File: config.mk
export PLATFORM = sky130hd
export DESIGN_NAME = vectorsum_host
export DESIGN_NICKNAME = d
export VERILOG_FILES = /design/src/rtl/vectorsum_host.sv
export SDC_FILE = /design/constraint.sdc
export NUM_CORES = 1
export LEC_CHECK = 0
export ABC_CLOCK_PERIOD_IN_PS = 2250
export BUFFER_PORTS_ARGS = -buffer_cell sky130_fd_sc_hd__buf_2
export CAP_MARGIN = 20
export CELL_PAD_IN_SITES_DETAIL_PLACEMENT = 1
export CELL_PAD_IN_SITES_GLOBAL_PLACEMENT = 1
export CORE_MARGIN = 8
export CORE_UTILIZATION = 34
export CTS_CLUSTER_DIAMETER = 80
export DETAILED_ROUTE_END_ITERATION = 8
export PLACE_DENSITY = 0.77
export SYNTH_ARGS = -nofsm -noshare
export SYNTH_HDL_FRONTEND = slang
export SYNTH_SLANG_ARGS = --single-unit
File: constraint.sdc
create_clock -name clock -period 2.25 [get_ports clock]
set_clock_uncertainty 0.15 [all_clocks]
set_input_delay 0 -clock clock [delete_from_list [all_inputs] [get_ports clock]]
set_output_delay 0 -clock clock [all_outputs]
set_load 0.005 [all_outputs]
File: src/rtl/vectorsum_host.sv
// vectorsum_host: streams (x, y) pairs into the core buffers, starts the core and streams the Z buffer back out
module vectorsum_host #(
    parameter int DATA_WIDTH  = 32,
    parameter int ADDR_WIDTH  = 10,
    parameter int VECTOR_SIZE = 64
) (
    input  logic                  clock,
    input  logic                  reset,
    input  logic                  in_valid,
    output logic                  in_ready,
    input  logic [DATA_WIDTH-1:0] in_x,
    input  logic [DATA_WIDTH-1:0] in_y,
    output logic                  x_wr_en,
    output logic [ADDR_WIDTH-1:0] x_wr_addr,
    output logic [DATA_WIDTH-1:0] x_din,
    output logic                  y_wr_en,
    output logic [ADDR_WIDTH-1:0] y_wr_addr,
    output logic [DATA_WIDTH-1:0] y_din,
    output logic                  start,
    input  logic                  done,
    output logic [ADDR_WIDTH-1:0] z_rd_addr,
    input  logic [DATA_WIDTH-1:0] z_dout,
    output logic                  out_valid,
    input  logic                  out_ready,
    output logic [DATA_WIDTH-1:0] out_z,
    output logic                  out_last,
    output logic                  busy
);
    typedef enum logic [2:0] {S_LOAD, S_START, S_WAIT, S_READ, S_FETCH, S_OUT} state_t;
    localparam logic [ADDR_WIDTH-1:0] LAST_IDX = ADDR_WIDTH'(VECTOR_SIZE - 1);
    state_t                r_state, w_state_nxt;
    logic [ADDR_WIDTH-1:0] r_idx, w_idx_nxt;
    logic                  r_run;
    logic                  r_wr_en;
    logic [ADDR_WIDTH-1:0] r_wr_addr;
    logic [DATA_WIDTH-1:0] r_x_din, r_y_din;
    logic                  r_start, r_busy;
    logic [ADDR_WIDTH-1:0] r_z_rd_addr;
    logic                  r_out_valid, r_out_last;
    logic [DATA_WIDTH-1:0] r_out_z;
    logic                  w_in_hs, w_out_hs, w_is_last;
    // r_run keeps in_ready low until the first edge after reset release
    assign in_ready  = (r_state == S_LOAD) & r_run;
    assign w_in_hs   = in_valid & in_ready;
    assign w_out_hs  = r_out_valid & out_ready;
    assign w_is_last = (r_idx == LAST_IDX);
    assign x_wr_en   = r_wr_en;
    assign y_wr_en   = r_wr_en;
    assign x_wr_addr = r_wr_addr;
    assign y_wr_addr = r_wr_addr;
    assign x_din     = r_x_din;
    assign y_din     = r_y_din;
    assign start     = r_start;
    assign busy      = r_busy;
    assign z_rd_addr = r_z_rd_addr;
    assign out_valid = r_out_valid;
    assign out_last  = r_out_last;
    assign out_z     = r_out_z;
    // next-state and shared element index for the load and read phases
    always_comb begin
        w_state_nxt = r_state;
        w_idx_nxt   = r_idx;
        case (r_state)
            S_LOAD: if (w_in_hs) begin
                w_idx_nxt   = w_is_last ? '0 : r_idx + 1'b1;
                w_state_nxt = w_is_last ? S_START : S_LOAD;
            end
            S_START: w_state_nxt = S_WAIT;
            S_WAIT:  w_state_nxt = done ? S_READ : S_WAIT;
            S_READ:  w_state_nxt = S_FETCH;
            S_FETCH: w_state_nxt = S_OUT;
            S_OUT: if (w_out_hs) begin
                w_idx_nxt   = r_out_last ? '0 : r_idx + 1'b1;
                w_state_nxt = r_out_last ? S_LOAD : S_READ;
            end
            default: w_state_nxt = S_LOAD;
        endcase
    end
    // state, index and post-reset run flag
    always_ff @(posedge clock or negedge reset) begin
        if (!reset) begin
            r_state <= S_LOAD;
            r_idx   <= '0;
            r_run   <= 1'b0;
        end else begin
            r_state <= w_state_nxt;
            r_idx   <= w_idx_nxt;
            r_run   <= 1'b1;
        end
    end
    // buffer writes follow each input handshake by one cycle; address and data hold otherwise
    always_ff @(posedge clock or negedge reset) begin
        if (!reset) begin
            r_wr_en   <= 1'b0;
            r_wr_addr <= '0;
            r_x_din   <= '0;
            r_y_din   <= '0;
        end else begin
            r_wr_en <= w_in_hs;
            if (w_in_hs) begin
                r_wr_addr <= r_idx;
                r_x_din   <= in_x;
                r_y_din   <= in_y;
            end
        end
    end
    // start pulses in the cycle after START, busy tracks every phase but loading
    always_ff @(posedge clock or negedge reset) begin
        if (!reset) begin
            r_start <= 1'b0;
            r_busy  <= 1'b0;
        end else begin
            r_start <= (r_state == S_START);
            r_busy  <= (w_state_nxt != S_LOAD);
        end
    end
    // read address is presented during READ and held until the next element is requested
    always_ff @(posedge clock or negedge reset) begin
        if (!reset)
            r_z_rd_addr <= '0;
        else if (w_state_nxt == S_READ)
            r_z_rd_addr <= w_idx_nxt;
    end
    // result register: loaded in FETCH, held through OUT until accepted
    always_ff @(posedge clock or negedge reset) begin
        if (!reset) begin
            r_out_z     <= '0;
            r_out_valid <= 1'b0;
            r_out_last  <= 1'b0;
        end else if (r_state == S_FETCH) begin
            r_out_z     <= z_dout;
            r_out_valid <= 1'b1;
            r_out_last  <= w_is_last;
        end else if (w_out_hs) begin
            r_out_valid <= 1'b0;
            r_out_last  <= 1'b0;
        end
    end
endmodule

==> impl_metrics.ini, run 1 <==
[floorplan]
initial_core_util_pct = 34.7
die_y_um = 143
core_area_mm2 = 0.0158
ioPinCount = 234
die_w_um = 143
rows = 46
dieArea_mm2 = 0.0205

[critical_path]
critical-path-top-delay-family = buffers and inverters
critPathSlowestCell = dlygate4sd3_1
start_kind = flip-flop
worstSetupPathType = flip-flop to flip-flop
worst-path-buf-inv = 3
path_common_cell = nand2_1
slowest_delay_ps = 560
worstPathMaxFanout = 10
cp_cell_sequence = nor4b_4 > buf_4 > nand2_2 > inv_2 > nand2_1 > dlygate4sd3_1 > nand2_1
required_ps = 2450
worst-endpoint-arrival_ps = 2300
critPathCaptureType = flip-flop

[timing]
fin_crit_sh_pct = 93.3
fmaxAchievable_mhz = 476
setup_viol = 0
hold_viol_final = 0
timing.final.max_slew_violations = 0
tightest_slew_ps = 598
setup_tns_ps = 0
rsz0062_at_grt = false
fin_hold_ws_ps = 164
maxSlewHeadroom_pct = 60.1
period_needed_ps = 2100

[yosys]
ys_warn_count = 0
synth_common_cells = nand2_1 (324), dfrtp_1 (135), clkbuf_1 (17), buf_4 (11)
yosysSeqAreaShare_pct = 61.5
syn_nets = 696
yosys.area.top_type = dfrtp_1
synthDistinctLibCells = 49
synth_edf_count = 0
synthTopCellsByArea = dfrtp_1 (62%), nand2_1 (22%), mux2_2 (2.1%)
netlist_instances = 594
yosysMostFrequentCell = nand2_1
synth_area_per_cell_um2 = 9.24
yosysTopAreaCellShare_pct = 61.5
syn_area_mm2 = 0.00549
synth_seq_cells = 135
ys.flop_type = dfrtp_1
ys_async_sr_fraction_pct = 100

[global_route]
grtUsageTotal_pct = 20.2
first_global_vias = 6045
grt_pass1_wl_um = 32200
grt_start_max_net_pins = 70
grt_antenna_before_repair = 5
overflow = 0

[clocking]
cts_tree = yes
cts_buffers = 17
clk_latency_ps = 410
cts_max_level = 4
cts_buffer_depth = 2
clk_pin_slew_ps = 60
root_buffer = clkbuf_16
cts_sinks = 135

[power]
leakage_nw = 4.66
peakVddDrop_mv = 0.509
power.density_mw_per_mm2 = 1220

[drt]
drt_iter0_drc = 179
drc = 0
vias_per_cell = 4.64
drt-wirelength-per-cell_um = 17.8
drtPass1Iterations = 4
drtAntennaViolNets = 0
drt-total-wl_um = 20600
vias = 5378

[worst_hold_path]
min_path_type = input pin to flip-flop

[outcome]
status = finished clean

[final_layout]
syn2layout_area_growth_pct = 55.0
nets = 1027
multi_input_area_mm2 = 0.00190
n_fill_cell = 1848
drive_above_1_share_pct = 32.0
regArea_mm2 = 0.00338
final_util_pct = 53.8

[placement]
dp_hpwl_um = 12700
gp_congestion = 0.796
port_buffers = 233

[flow_run]
drv_cap = 0
kinds of logic (layout without fill, tap and decap cells):
family / after synthesis / in the layout / synth area share [%]
multiplexers: 11 / 11 / 2.23
flip-flops: 135 / 135 / 61.5
XOR/XNOR: 1 / 1 / 0.160
buffers and inverters: 43 / 386 / 4.03
adder cells (fa/ha/maj): 1 / 1 / 0.228
other: 1 / 6 / 0.0683
AND/OR/NAND/NOR: 368 / 368 / 27.4
AO/OA/AOI/OAI: 34 / 34 / 4.40
worst register-to-register path: cells and delay by family, from the launching register on:
family,cells,cell delay [ps]
buffers and inverters,3,900
and+or+nand+nor,4,510
DFF,1,490
report_power, final:
group / switching [mW] / internal [mW] / leakage, nW
Clock: 1.07 / 1.69 / 0.279
Combinational: 2.02 / 1.56 / 2.69
Sequential: 0.597 / 3.44 / 1.69
Total: 3.69 / 6.68 / 4.66
final timing paths:
path                            startpoint         to  slack (ps)  depth (start not counted)
worst min-delay path               in_y[7]   y_din[7]         160                          4
max in group asynchronous            reset  out_z[18]        1010                          4
worst max-delay path            r_state[2]  x_din[27]         150                          7
min in group asynchronous            reset  y_din[10]         550                          4
worst min register to register    y_din[2]   y_din[2]         320                          2
worst max register to register  r_state[2]  x_din[27]         150                          7
routing by layer:
layer | GRT usage [%] | part of all wire, % | vias up | wire length [µm]
met1 | 21.5 | 38 | 2616 | 7860
met3 | 7.18 | 7.2 | 44 | 1490
met4 | 10.1 | 3.1 | 0 | 631
met2 | 34.9 | 52 | 177 | 10600
met5 | 0 | 0 | - | 0
li1 | - | - | 2541 | -
state kept, by name, indices dropped and copies added (netlist names):
signal	count
z_rd_addr	10
x_wr_en	1
r_run	1
y_din	32
x_din	32
r_state	3
r_idx	10
start	1
out_valid	1
out_z	32
x_wr_addr	10
out_last	1
busy	1
cell usage in the layout (no fill, tap or decap), drive strengths merged, types with 2 or more instances in the layout:
master	netlist	layout
clkinvlp	0	3
nor3b	2	2
clkbuf	17	20
dfrtp	135	135
a31oi	2	2
o21bai	2	2
dlygate4sd3	0	102
nor2	5	5
inv	4	6
and3b	2	2
bufinv	0	2
a22oi	2	2
nand3b	2	2
nand2b	2	2
buf	22	249
mux2	10	10
nor3	5	5
a21oi	4	4
nand2	326	326
a22o	2	2
and3	5	5
o21ai	11	11
nand4	3	3
a21o	2	2
clkinv	0	4
diode	0	5
nand3	6	6
or4	2	2
nor4b	2	2
and2	3	3
a211oi	2	2
metrics by stage:
| stage | area, µm² | std cells | setup slack [ps] | total power [mW] |
|---|---|---|---|---|
| 5_1_grt | 8510 | 1158 | 47.2 | 11.1 |
| 3_3_place_gp | 6860 | 1018 | 147 | 7.27 |
| 3_5_place_dp | 6860 | 1018 | 104 | 7.41 |
| 4_1_cts | 8480 | 1152 | 85.5 | 10.4 |
| 6_report | 8510 | 1158 | 151 | 10.4 |
| 2_1_floorplan | 5490 | 594 | 303 | 5.68 |
repair_timing:
| action | 4_1_cts | 5_1_grt |
|---|---|---|
| gates resized for setup | 0 | 2 |
| endpoints found under the hold margin | 242 | 0 |
| hold buffers | 103 | 0 |
| setup buffers | 0 | 1 |
| endpoints found under the setup margin | 0 | 11 |
layout make-up:
type / instances / area share [%]
sequential: 135 / 39.7
timing repair buffer: 351 / 27.6
multi-input combinational: 416 / 22.4
clock buffer: 20 / 5.37
clock inverter: 11 / 1.46
inverter: 4 / 0.176
tap: 216 / 3.18
antenna: 5 / 0.147
Note: power is estimated with default switching activity, not from simulation.
==> inputs of run 2 (changes only) <==
--- a/config.mk
+++ b/config.mk
@@ -6,7 +6,7 @@
 export NUM_CORES = 1
 export LEC_CHECK = 0
 export ABC_CLOCK_PERIOD_IN_PS = 2250
-export BUFFER_PORTS_ARGS = -buffer_cell sky130_fd_sc_hd__buf_2
+export BUFFER_PORTS_ARGS = -buffer_cell sky130_fd_sc_hd__clkbuf_2
 export CAP_MARGIN = 20
 export CELL_PAD_IN_SITES_DETAIL_PLACEMENT = 1
 export CELL_PAD_IN_SITES_GLOBAL_PLACEMENT = 1
@@ -18,3 +18,4 @@
 export SYNTH_ARGS = -nofsm -noshare
 export SYNTH_HDL_FRONTEND = slang
 export SYNTH_SLANG_ARGS = --single-unit
+export TNS_END_PERCENT = 5
==> run 2 against run 1 <==
Compared with the run above:
- die area did not move
- register-to-register slack barely moved
- highest routed layer unchanged
- cell area shrank 0.13%
- worst setup slack is essentially flat
- clock power down 2%
- sequential share of layout area hardly changed
==> impl_metrics.ini, run 2 (synthesis gave the netlist of run 1 again) <==
[placement]
port_buffers = 233
dp_hpwl_um = 12800
dp_slack_ps = 120
gp_congestion = 0.801
dpl-instance-area_mm2 = 0.00689

[critical_path]
critPathCaptureType = flip-flop
worst-endpoint-arrival_ps = 2230
worstSetupPathType = flip-flop to flip-flop
start_kind = flip-flop
required_ps = 2380
worstPathMaxFanout = 10

[global_route]
grtUsageTotal_pct = 20.4
grt_pass1_wl_um = 32600
grt_start_max_net_pins = 58
grt_antenna_before_repair = 1
overflow = 0
first_global_vias = 6143

[final_layout]
syn2layout_area_growth_pct = 54.8
final_area_mm2 = 0.00850
layout_commonest_cell = nand2_1
drive_above_1_share_pct = 32.1
layout_common_cells = nand2_1 (324), clkbuf_2 (232), dfrtp_1 (135)
nets = 1030
n_fill_cell = 1866

[timing]
fin_crit_sh_pct = 93.3
rsz0062_at_grt = false
setup_tns_ps = 0
timing.final.max_slew_violations = 0
maxSlewHeadroom_pct = 62.8
tightest_slew_ps = 558
fin_hold_ws_ps = 175
setup_slack_ps = 150
fmaxAchievable_mhz = 476
period_needed_ps = 2100
setup_viol = 0
hold_viol_final = 0

[drt]
drt-wirelength-per-cell_um = 17.8
drt-total-wl_um = 20600
wl_met1_um = 7610
met2_length_um = 10900
vias = 5437
drc = 0
drtAntennaViolNets = 0
drt_iter0_drc = 169
drtPass1Iterations = 4
highest_layer = met4
met3WireLength_um = 1520
vias_per_cell = 4.69

[clocking]
cts_sinks = 135
clk_latency_ps = 410
cts_tree = yes
root_buffer = clkbuf_16
cts_max_level = 4
cts_buffers = 17
clk_pin_slew_ps = 60
cts_buffer_depth = 2

[power]
internal_power_mw = 6.64
p_comb_share_pct = 35.0
power.density_mw_per_mm2 = 1220
leakage_nw = 4.67
peakVddDrop_mv = 0.495
seqPwrFrac_pct = 39.0
clockPowerShare_pct = 26.0
sw_frac_of_total_pct = 36.1
power.switching_mw = 3.75

[floorplan]
ioPinCount = 234
initial_core_util_pct = 34.7
core_area_mm2 = 0.0158
dieArea_mm2 = 0.0205
die_y_um = 143
rows = 46
die_w_um = 143

[outcome]
status = finished clean

[worst_hold_path]
min_path_type = input pin to flip-flop

[flow_run]
drv_cap = 0
==> run 2: layout make-up <==
| type | count | area [µm²] | share of cell area (%) |
|---|---|---|---|
| Clock buffer | 19 | 443 | 5.21 |
| Tap cell | 216 | 270 | 3.18 |
| Inverter | 4 | 15.0 | 0.177 |
| Antenna cell | 2 | 5.00 | 0.0589 |
| Multi-Input combinational cell | 416 | 1900 | 22.3 |
| Sequential cell | 135 | 3380 | 39.7 |
| Clock inverter | 13 | 131 | 1.55 |
| Timing Repair Buffer | 354 | 2360 | 27.8 |
==> run 2: through the flow <==
stage	power, mW	cells	util [%]
5_1_grt	11.2	1158	53.7
2_1_floorplan	5.68	594	-
3_3_place_gp	7.31	1022	43.5
3_5_place_dp	7.45	1022	43.5
6_report	10.4	1159	53.7
4_1_cts	10.4	1156	53.6
==> run 2: power by group through the flow <==
stage	sequential, mW	clock, mW	combinational (mW)
2_1_floorplan	4.08	0	1.60
3_3_place_gp	4.01	0	3.30
3_5_place_dp	4.04	0	3.41
4_1_cts	4.03	2.77	3.57
5_1_grt	4.18	2.89	4.08
6_report	4.05	2.70	3.64
==> run 2: worst paths after layout <==
kind / start / to / slack (ps) / cells after the start
min in group asynchronous: reset / x_wr_en / 510 / 3
min: z_dout[10] / out_z[10] / 170 / 4
max in group asynchronous: reset / y_din[3] / 450 / 4
max reg2reg: r_state[0] / z_rd_addr[9] / 150 / 6
max: r_state[0] / z_rd_addr[9] / 150 / 6
min reg2reg: out_z[8] / out_z[8] / 320 / 2
==> run 2: critical path, cell delays in order (launching register included) <==
cell and delay, ps:
dfrtp_1 400, buf_4 180, and3b_1 230, a22oi_1 350, o21ai_0 180, a21o_1 210
mux2_2 260
==> run 2: repair_timing <==
action / 4_1_cts / 5_1_grt
setup endpoints to repair: 0 / 4
hold buffers: 102 / 0
hold endpoints to repair: 239 / 0
gates resized for setup: 0 / 0
buffers inserted: 0 / 1
==> run 2: per-layer routing <==
metal / vias up / track usage [%]
met3: 43 / 7.18
li1: 2547 / -
met4: 0 / 8.72
met2: 184 / 35.9
met1: 2663 / 21.5
met5: - / 0
